File: src/rtl/reorder_buffer_pkg.sv
// Shared types for the reorder buffer: geometry, entry record, commit-slot
// record (also consumed by the register file) and the completion-bus record.
package reorder_buffer_pkg;

   localparam int ROB_TAGW  = 4;
   localparam int ROB_DEPTH = 2 ** ROB_TAGW;

   // One reorder-buffer slot.
   typedef struct packed {
      logic        valid;
      logic        done;
      logic [4:0]  dst;
      logic        regwrite;
      logic        isstore;
      logic        isbranch;
      logic        mispred;
      logic [31:0] result;
   } rob_entry_t;

   // One register-file write port worth of retirement information.
   typedef struct packed {
      logic                we;
      logic [4:0]          wa;
      logic [31:0]         wd;
      logic [ROB_TAGW-1:0] wt;
   } commit_slot_t;

   // A completion / broadcast beat.
   typedef struct packed {
      logic                valid;
      logic [ROB_TAGW-1:0] tag;
      logic [31:0]         result;
   } cdb_t;

endpackage

File: src/rtl/reorder_buffer_skid.sv
// Broadcast stage: picks one completion per cycle for the reservation
// stations. A losing port-2 completion waits in a one-entry skid and wins
// the following cycle.
module reorder_buffer_skid
   import reorder_buffer_pkg::*;
(
   input  logic clk_i,
   input  logic reset_i,
   input  logic flush_i,
   input  cdb_t p1_i,
   input  cdb_t p2_i,
   output cdb_t bcast_o,
   output logic ready2_o
);

   cdb_t skid_q, skid_d;
   cdb_t bcast_q, bcast_d;

   // Arbitration: skid first, then port 1, then port 2. Whatever loses
   // while the skid drains takes the skid's place, so nothing is dropped.
   always_comb begin
      skid_d  = '0;
      bcast_d = '0;
      if (skid_q.valid) begin
         bcast_d = skid_q;
         skid_d  = p1_i;      // port 2 is held off while the skid is full
      end else if (p1_i.valid) begin
         bcast_d = p1_i;
         skid_d  = p2_i;
      end else begin
         bcast_d = p2_i;
      end
   end

   // Register the broadcast and the skid; a flush discards both.
   always_ff @(posedge clk_i) begin
      if (reset_i || flush_i) begin
         skid_q  <= '0;
         bcast_q <= '0;
      end else begin
         skid_q  <= skid_d;
         bcast_q <= bcast_d;
      end
   end

   assign bcast_o  = bcast_q;
   assign ready2_o = !skid_q.valid;

endmodule

File: src/rtl/reorder_buffer.sv
// Sixteen-entry circular reorder buffer: tag allocation at dispatch, two
// completion ports with a registered broadcast, in-order dual retirement
// into the register file and a flush when a mispredicted branch retires.
module reorder_buffer
   import reorder_buffer_pkg::*;
#(
   parameter int DEPTH = ROB_DEPTH,
   parameter int TAGW  = ROB_TAGW
) (
   input  logic            CLK,
   input  logic            reset,
   input  logic            AllocReq,
   input  logic [4:0]      AllocDst,
   input  logic            AllocRegWrite,
   input  logic            AllocIsStore,
   input  logic            AllocIsBranch,
   output logic [TAGW-1:0] ROBRFTag,
   output logic [4:0]      ROBRFDst,
   output logic            ROBRFE,
   output logic            ROBstall,
   input  logic            CDBValid1,
   input  logic            CDBValid2,
   input  logic [TAGW-1:0] CDBTag1,
   input  logic [TAGW-1:0] CDBTag2,
   input  logic [31:0]     CDBResult1,
   input  logic [31:0]     CDBResult2,
   input  logic            CDBMispred1,
   input  logic            CDBMispred2,
   output logic            CDBReady2,
   output logic [TAGW-1:0] ROBRSTag,
   output logic [31:0]     ROBRSResult,
   output logic            ROBRSModify,
   output logic            WE1,
   output logic            WE2,
   output logic [4:0]      WA1,
   output logic [4:0]      WA2,
   output logic [31:0]     WD1,
   output logic [31:0]     WD2,
   output logic [TAGW-1:0] WT1,
   output logic [TAGW-1:0] WT2,
   output logic            StoreCommit,
   output logic [TAGW-1:0] ROBhead,
   output logic            ROBFlush,
   output logic [31:0]     FlushPC
);

   rob_entry_t      ent_q [DEPTH];
   logic [TAGW-1:0] head_q, tail_q, head1;
   logic [TAGW:0]   count_q, count_d;
   commit_slot_t    slot1_q, slot2_q, slot1_d, slot2_d;
   logic            store_q, flush_q;
   logic [31:0]     flushpc_q;

   rob_entry_t e0, e1;
   logic       alloc, ret1, ret2, flush_now, ready2;
   cdb_t       p1, p2, bcast;

   // Retire selection, allocation acceptance and next count.
   always_comb begin
      head1     = head_q + TAGW'(1);
      e0        = ent_q[head_q];
      e1        = ent_q[head1];
      ROBstall  = (count_q == (TAGW+1)'(DEPTH)) | flush_q;
      alloc     = AllocReq & !ROBstall;
      ret1      = e0.valid & e0.done;
      // Slot 2 never takes a store, never follows a store or a mispredicted
      // head, and never takes a mispredicted branch itself: only slot 1 can
      // raise the flush.
      ret2      = ret1 & e1.valid & e1.done & !e0.mispred & !e0.isstore
                  & !e1.isstore & !e1.mispred;
      flush_now = ret1 & e0.isbranch & e0.mispred;
      count_d   = count_q + (TAGW+1)'(alloc) - (TAGW+1)'(ret1) - (TAGW+1)'(ret2);
      slot1_d   = '0;
      slot2_d   = '0;
      if (ret1) slot1_d = '{we: e0.regwrite, wa: e0.dst, wd: e0.result, wt: ROB_TAGW'(head_q)};
      if (ret2) slot2_d = '{we: e1.regwrite, wa: e1.dst, wd: e1.result, wt: ROB_TAGW'(head1)};
   end

   // Completions only count against live entries and are dropped while
   // the flush pulse is out; port 2 is honoured only when the skid is free.
   always_comb begin
      p1.valid  = CDBValid1 & ent_q[CDBTag1].valid & !flush_q;
      p1.tag    = ROB_TAGW'(CDBTag1);
      p1.result = CDBResult1;
      p2.valid  = CDBValid2 & ready2 & ent_q[CDBTag2].valid & !flush_q;
      p2.tag    = ROB_TAGW'(CDBTag2);
      p2.result = CDBResult2;
   end

   reorder_buffer_skid u_skid (
      .clk_i    (CLK),
      .reset_i  (reset),
      .flush_i  (flush_now),
      .p1_i     (p1),
      .p2_i     (p2),
      .bcast_o  (bcast),
      .ready2_o (ready2)
   );

   // Entry array, pointers and registered commit/flush outputs.
   always_ff @(posedge CLK) begin
      if (reset) begin
         for (int i = 0; i < DEPTH; i++) ent_q[i] <= '0;
         head_q    <= '0;
         tail_q    <= '0;
         count_q   <= '0;
         slot1_q   <= '0;
         slot2_q   <= '0;
         store_q   <= 1'b0;
         flush_q   <= 1'b0;
         flushpc_q <= '0;
      end else begin
         if (p1.valid) begin
            ent_q[CDBTag1].done    <= 1'b1;
            ent_q[CDBTag1].result  <= CDBResult1;
            ent_q[CDBTag1].mispred <= CDBMispred1;
         end
         if (p2.valid) begin
            ent_q[CDBTag2].done    <= 1'b1;
            ent_q[CDBTag2].result  <= CDBResult2;
            ent_q[CDBTag2].mispred <= CDBMispred2;
         end
         if (ret1) ent_q[head_q].valid <= 1'b0;
         if (ret2) ent_q[head1].valid  <= 1'b0;
         if (alloc)
            ent_q[tail_q] <= '{valid: 1'b1, done: 1'b0, dst: AllocDst,
                               regwrite: AllocRegWrite, isstore: AllocIsStore,
                               isbranch: AllocIsBranch, mispred: 1'b0, result: '0};
         head_q  <= head_q + TAGW'(ret1) + TAGW'(ret2);
         tail_q  <= tail_q + TAGW'(alloc);
         count_q <= count_d;
         // Wrong-path work is discarded wholesale; this overrides the
         // updates above, including a same-cycle allocation.
         if (flush_now) begin
            for (int i = 0; i < DEPTH; i++) ent_q[i].valid <= 1'b0;
            head_q  <= '0;
            tail_q  <= '0;
            count_q <= '0;
         end
         slot1_q   <= slot1_d;
         slot2_q   <= slot2_d;
         store_q   <= ret1 & e0.isstore;
         flush_q   <= flush_now;
         flushpc_q <= flush_now ? e0.result : '0;
      end
   end

   assign ROBRFTag    = tail_q;
   assign ROBRFDst    = AllocDst;
   assign ROBRFE      = AllocReq & AllocRegWrite & !ROBstall;
   assign CDBReady2   = ready2;
   assign ROBRSTag    = TAGW'(bcast.tag);
   assign ROBRSResult = bcast.result;
   assign ROBRSModify = bcast.valid;
   assign WE1         = slot1_q.we;
   assign WA1         = slot1_q.wa;
   assign WD1         = slot1_q.wd;
   assign WT1         = TAGW'(slot1_q.wt);
   assign WE2         = slot2_q.we;
   assign WA2         = slot2_q.wa;
   assign WD2         = slot2_q.wd;
   assign WT2         = TAGW'(slot2_q.wt);
   assign StoreCommit = store_q;
   assign ROBhead     = head_q;
   assign ROBFlush    = flush_q;
   assign FlushPC     = flushpc_q;

endmodule

File: config.mk
export PLATFORM = sky130hd
export DESIGN_NAME = reorder_buffer
export DESIGN_NICKNAME = d
export VERILOG_FILES = /design/src/rtl/reorder_buffer_pkg.sv /design/src/rtl/reorder_buffer_skid.sv /design/src/rtl/reorder_buffer.sv
export SDC_FILE = /design/constraint.sdc
export NUM_CORES = 2
export LEC_CHECK = 0
export BUFFER_PORTS_ARGS = -buffer_cell sky130_fd_sc_hd__buf_2
export CORE_MARGIN = 5
export CORE_UTILIZATION = 40
export DETAILED_ROUTE_END_ITERATION = 12
export GPL_TIMING_DRIVEN = 0
export PLACE_DENSITY_LB_ADDON = 0.25
export SLEW_MARGIN = 0
export SYNTH_ARGS = -nofsm -noshare
export SYNTH_HDL_FRONTEND = slang
export SYNTH_SLANG_ARGS = --single-unit
File: constraint.sdc
create_clock -name CLK -period 5.3 [get_ports CLK]
set_clock_uncertainty 0.05 [all_clocks]
set_input_delay 0.265 -clock CLK [delete_from_list [all_inputs] [get_ports CLK]]
set_output_delay 0.265 -clock CLK [all_outputs]
set_load 0.01 [all_outputs]
## Yosys cells after proc, flatten, opt, wreduce, memory -nomap -nowiden

Memory sizes are Yosys's and may differ from the RTL's. A register that Yosys moved wholly into a read port is not among the register bits.
Cells that the tools add are included.

- Input port bits: 87
- Logic and storage cells: 352
- Flip-flop bits (word level): 205
- Bits in writable memories: 688
- Memories: 1

- Multiplexer cells: 47
- $add $sub $neg: 7
- Bitwise gates (word level): 230
- Equal/unequal tests: 33
- Reductions and logical operators: 14

Memories:

| memory | words | width | read ports | clocked after memory_dff | write ports | line | RTL |
|---|---|---|---|---|---|---|---|
| ent_q | 16 | 43 | 4 | 1 | 19 | reorder_buffer.sv:47 | `rob_entry_t ent_q [DEPTH];` |

Operators by type and width:

| kind | count |
|---|---|
| two-way mux 37 bit | 4 |
| equality test 4 bit (second input constant) | 32 |
| bitwise AND 1 bit | 113 |
| two-way mux 43 bit | 2 |
| OR reduction 43 bit | 2 |
| NOT 1 bit | 67 |
| two-way mux 1 bit | 36 |
| bitwise AND 1 bit (second input constant) | 32 |
| OR 1 bit | 17 |
| adder 4 x 1 -> 4 bit | 3 |
| two-way mux 4 bit | 3 |
| subtractor 5 x 1 -> 5 bit | 2 |
| OR reduction 2 bit | 4 |
| logical NOT 1 bit | 7 |
| adder 5 x 1 -> 5 bit | 1 |
| equality test 5 bit (second input constant) | 1 |
| adder 4 x 1 -> 4 bit (second input constant) | 1 |
| two-way mux 2 bit | 2 |
| bitwise AND 1 bit (first input constant) | 1 |
| logical OR 1 bit | 1 |

## Depth between registers and ports, before layout

- Word-level depth: 26
- Gate-level depth with buffers: 19

## Hierarchy

From an unflattened synthesis, not the netlist that was laid out.

- Cell total of the unflattened synthesis: 4979
- Area total of the unflattened synthesis: 48511.5 µm²

By module, submodules not included:

| module | instances | sequential area each (µm²) | area each (µm²) | cells each |
|---|---|---|---|---|
| reorder_buffer | 1 | 17677.0 | 45331.0 | 4652 |
| reorder_buffer_skid | 1 | 1481.4 | 3180.6 | 327 |

## Worst setup path after synthesis

No wires, ideal clock.

- Kind: register -> register
- From: reg head_q[1], in the netlist ROBhead[1]
- To: reg count_q[3]
- Slack: 0.424 ns
- Buffers on the path: 3
- Setup time: 0.117 ns
- Clock period less this slack: 4.876 ns
- Arrival: 4.709 ns
- Stages on the path, launching flop included: 19
- Cells stage by stage: dfxtp_1 > buf_2 > clkinv_1 > buf_1 > ha_1 > buf_2 > or3_1 > o221ai_1 > and4_1 > a41oi_1 > a2111oi_0 > fa_1 > inv_1 > ha_1 > ha_1 > inv_1 > fa_1 > xnor2_1 > nor2_1

- Word-level cells in the longest chain between the ends: 9
- Elaborated cells on any way between the ends: 11
- Classes of those cells: add/sub: 2; bitwise: 6; reduce/logical: 2; memory: 1

RTL lines:

| element | line | RTL |
|---|---|---|
| start: declaration | reorder_buffer.sv:48 | `logic [TAGW-1:0] head_q, tail_q, head1;` |
| start signal: assignment | reorder_buffer.sv:129 | `head_q <= head_q + TAGW'(ret1) + TAGW'(ret2);` |
| adder 4 x 1 -> 4 bit (*) | reorder_buffer.sv:60 | `head1 = head_q + TAGW'(1);` |
| via head1[1] | reorder_buffer.sv:48 |  |
| memory read (16 x 43 bit) (*) | - |  |
| bitwise AND 1 bit (4 in a row) | reorder_buffer.sv:69 | `ret2 = ret1 & e1.valid & e1.done & !e0.mispred & !e0.isstore` |
| bitwise AND 1 bit | reorder_buffer.sv:70 | `& !e1.isstore & !e1.mispred;` |
| bitwise AND 1 bit (*) | reorder_buffer.sv:70 |  |
| subtractor 5 x 1 -> 5 bit (*) | reorder_buffer.sv:72 | `count_d = count_q + (TAGW+1)'(alloc) - (TAGW+1)'(ret1) - (TAGW+1)'(ret2);` |
| end signal: assignment | reorder_buffer.sv:131 | `count_q <= count_d;` |
| end: declaration | reorder_buffer.sv:49 | `logic [TAGW:0] count_q, count_d;` |

Mark *: on every way through the listed nets, which the timed path passes. The rest lies on a longest branch.
A chain may end at the register's enable or synchronous reset.

## Worst setup path after layout

- From: reg head_q[1], in the netlist ROBhead[1]
- To: reg slot2_q (netlist bit WD2[24])

- Word-level cells in the longest chain between the ends: 10
- Elaborated cells on any way between the ends: 12
- Classes of those cells: add/sub: 1; bitwise: 7; reduce/logical: 3; memory: 1

RTL lines:

| element | line | RTL |
|---|---|---|
| adder 4 x 1 -> 4 bit (*) | reorder_buffer.sv:60 |  |
| via head1[1] | reorder_buffer.sv:48 |  |
| memory read (16 x 43 bit) (*) | - |  |
| bitwise AND 1 bit (4 in a row) | reorder_buffer.sv:69 |  |
| bitwise AND 1 bit (2 in a row) | reorder_buffer.sv:70 |  |
| NOT 1 bit (no line) | - |  |
| OR reduction 2 bit (no line) | - |  |
| end signal: assignment | reorder_buffer.sv:141 | `slot2_q <= slot2_d;` |
| end: declaration | reorder_buffer.sv:50 | `commit_slot_t slot1_q, slot2_q, slot1_d, slot2_d;` |

Marked as above.

==> impl_metrics.ini <==
[run_status]
status = finished, violations left
failed_checks = max-capacitance violations, max-slew violations

[cts]
clock_path_buffers = 3
root_buffer = clkbuf_16
cts_tree = done
clkLatencyLatePin_ps = 720
clock-sinks = 893
cts_max_level = 3
numCtsBuffers = 100
cts.clk_slew.worst_paths_ps = 60

[floorplan]
die_h_um = 361
rows = 128
initial_core_util_pct = 40.3
io_pins = 258
die_area_um2 = 130000
coreArea_um2 = 122000
die_w_um = 361

[critical_path]
reg2reg_from = ROBhead[1]
path_max_fanout = 12
slowest_stage = clkbuf_1
setup.worst_path.end_class = flip-flop
reg2reg_to = WD2[24]
worstPathArrival_ps = 5610
reg2regPathDepth = 11
cp_cell_sequence = buf_2 > clkinv_1 > buf_2 > ha_1 > buf_2 > buf_6 > clkbuf_1 > clkbuf_1 > mux4_2 > mux4_2 > nor2b_1
crit_path_max_incr_delay_ps = 840
path_class = flip-flop to flip-flop
path_common_cell = buf_2
worstPathRequired_ps = 5790
rrSetupSlack_ps = 180
crit_path_start_kind = flip-flop

[pwr]
ir_drop_mv = 0.285
p_switching_uw = 3840
p_leak_uw = 0.0188
powerDensity_nw_per_um2 = 276
clkPwrFrac_pct = 48.8
p_comb_share_pct = 5.9
switching_share_pct = 24.9
p_int_uw = 11600
p_seq_share_pct = 45.3

[global_routing]
grt_pass1_vias = 42200
antenna_found_initial = 31
overflow = 0
grt_pass1_wl_um = 294000
grt_max_degree = 15
grt.total_usage_pct = 30.6

[cells_and_area]
seq_area_um2 = 19200
area_delta_synth_final_pct = 13.7
final_util_pct = 45.9
multi_input_area_um2 = 27400
n_fill_cell = 11600
drive_gt1_share_pct = 22.8
fin_nets = 5412

[placed_design]
gp_congestion = 1.03
io_buffers = 189
dpl.hpwl_um = 165000
place_ws_ps = -871

[detailed_routing]
ant_nets = 0
first_pass_iters = 6
post_drt_wl_per_cell_um = 29.3
vias = 43800
vias_per_cell = 6.22
drt_iter0_drc = 6070
drc = 0
wirelength_um = 207000

[synthesis]
synth-async-reset-ratio_pct = 0
synth_area_um2 = 49200
synth_top_flop_cell = dfxtp_1
synth.avg_cell_area_um2 = 9.83
synth.top_cells.by_area = dfxtp_1, mux4_2, mux2_2, edfxtp_1, a21oi_1
yosys.area.top_type = dfxtp_1
synth_cell_types = 69
yosys_warnings = 0
syn_inst = 4999
synth_top_area_share_pct = 31.2
synth_edf_count = 128
syn_nets = 5104
ys_seq_elements = 893
yosysSeqAreaShare_pct = 39.0

[timing]
finalSetupViolations = 0
finalCritPeriodShare_pct = 96.6
drv_slew = 10
finalHoldViolCount = 0
tightestPinTransition_ps = 1500
grt_setup_unrepaired = no
relSlewSlack_pct = -0.192
fmax_mhz = 195
worst_slack_ps = 179
finalWorstPathRequiredPeriod_ps = 5120

[job]
drv_cap = 1

[min_path]
hold_path_startpoint = AllocReq
whs_endpoint = ROBRFTag[0]
hp-class = primary input to flip-flop
holdPathStages = 4
-- power by group through the flow --
stage,combinational [µW],clock [µW],sequential (µW)
global route,953,7830,7000
CTS,878,7570,6990
global placement,852,0,7140
detailed placement,865,0,7140
finish,909,7540,6990
floorplan,521,0,7130
-- synthesized netlist by cell type (all sizes together), types with 75 or more instances --
cell / instances
nor2b: 113
a211oi: 202
nor3b: 137
dfxtp: 765
mux2: 398
edfxtp: 128
a21oi: 584
mux4: 374
nand3: 446
and2: 135
buf: 149
nor2: 208
nor3: 75
nand2: 509
clkbuf: 474
-- registers in the layout, indices dropped and copies added (netlist names), 5 cells and up --
| name | count |
|---|---|
| ent_q | 688 |
| u_skid.bcast_o | 37 |
| u_skid.skid_q | 37 |
| FlushPC | 32 |
| WD1 | 32 |
| WD2 | 32 |
| WA1 | 5 |
| WA2 | 5 |
| count_q | 5 |
-- metal layers --
layer  GRT usage [%]  vias to the layer above  part of all wire, %
met5           0.617                        -                0.067
met4            12.8                        6                  4.9
met3            8.50                      442                   12
met2            45.7                     2868                   43
met1            41.9                    21500                   40
li1                -                    18900                    -
-- logic make-up (layout without fill, tap and decap cells) --
| logic type | after synthesis | after routing | share of synthesized area (%) |
|---|---|---|---|
| AO/OA/AOI/OAI | 880 | 880 | 10.4 |
| XOR/XNOR | 10 | 10 | 0.178 |
| adder cells (fa/ha/maj) | 18 | 18 | 0.504 |
| buffers and inverters | 661 | 1052 | 5.37 |
| flip-flops | 893 | 893 | 39.0 |
| multiplexers | 812 | 812 | 27.1 |
| other | 0 | 24 | 0 |
| AND/OR/NAND/NOR | 1725 | 1725 | 17.5 |
-- critical path, delay by kind of cell (launching register included) --
family / cells / cell delay, ps
multiplexers: 2 / 940
flip-flops: 1 / 450
adder cells (fa/ha/maj): 1 / 320
AND/OR/NAND/NOR: 1 / 210
buffers and inverters: 7 / 2950
-- cells in the final DEF (no fill, tap or decap), types with 12 or more instances in the layout --
master and instances:
mux4_2 374, buf_4 25, nor3_1 72, o21ai_1 17, clkbuf_16 101, nor3b_1 137, nand3_1 446, diode_2 24
nand2_1 509, and2_1 133, buf_1 64, a211oi_1 201, clkbuf_8 19, edfxtp_1 128, dfxtp_1 765, buf_2 253
nor2b_1 113, nor4_1 49, clkbuf_1 487, nor2_1 207, inv_1 36, mux2_2 398, bufinv_16 12, ha_1 15
and3_1 13, a21oi_1 584, mux2i_1 40
-- repair_timing --
action | 4_1_cts | 5_1_grt
hold endpoints to repair | 50 | 0
setup buffers | 0 | 1
resized for setup | 8 | 2
endpoints found under the setup margin | 39 | 3
hold buffers | 11 | 0
pin swaps | 0 | 1
-- final cells by class --
| class | instances | share of cell area (%) |
|---|---|---|
| tap | 1625 | 3.64 |
| inverter | 38 | 0.255 |
| clock buffer | 135 | 5.09 |
| clock inverter | 50 | 1.16 |
| antenna | 24 | 0.107 |
| multi-input combinational | 3445 | 49.0 |
| buffer | 623 | 4.49 |
| sequential | 893 | 34.3 |
| timing repair buffer | 206 | 1.97 |
-- per-stage QoR --
stage | total power [µW] | hold WS, ps | instances | TNS (ps) | area (µm²)
after floorplan | 7650 | 367 | 4999 | 0 | 49200
after global placement | 7990 | 398 | 6813 | -9740 | 52100
after detailed placement | 8010 | 401 | 6817 | -9230 | 52200
after CTS | 15400 | 23.3 | 7013 | 0 | 55800
after global routing | 15800 | 75.8 | 7032 | 0 | 55900
final | 15400 | 59.1 | 7039 | 0 | 55900
-- how the worst max path moves through the flow --
stage / from / end / slack (ps) / cells past startpoint
floorplan: ROBhead[1] / count_q[3] / 420 / 18
global placement: ROBhead[1] / count_q[3] / -860 / 18
detailed placement: ROBhead[1] / count_q[3] / -870 / 18
CTS: ROBhead[1] / count_q[3] / 140 / 18
global route: ROBhead[1] / count_q[3] / 20 / 18
finish: ROBhead[1] / WD2[24] / 180 / 11
(Power assumes the default switching activity.)
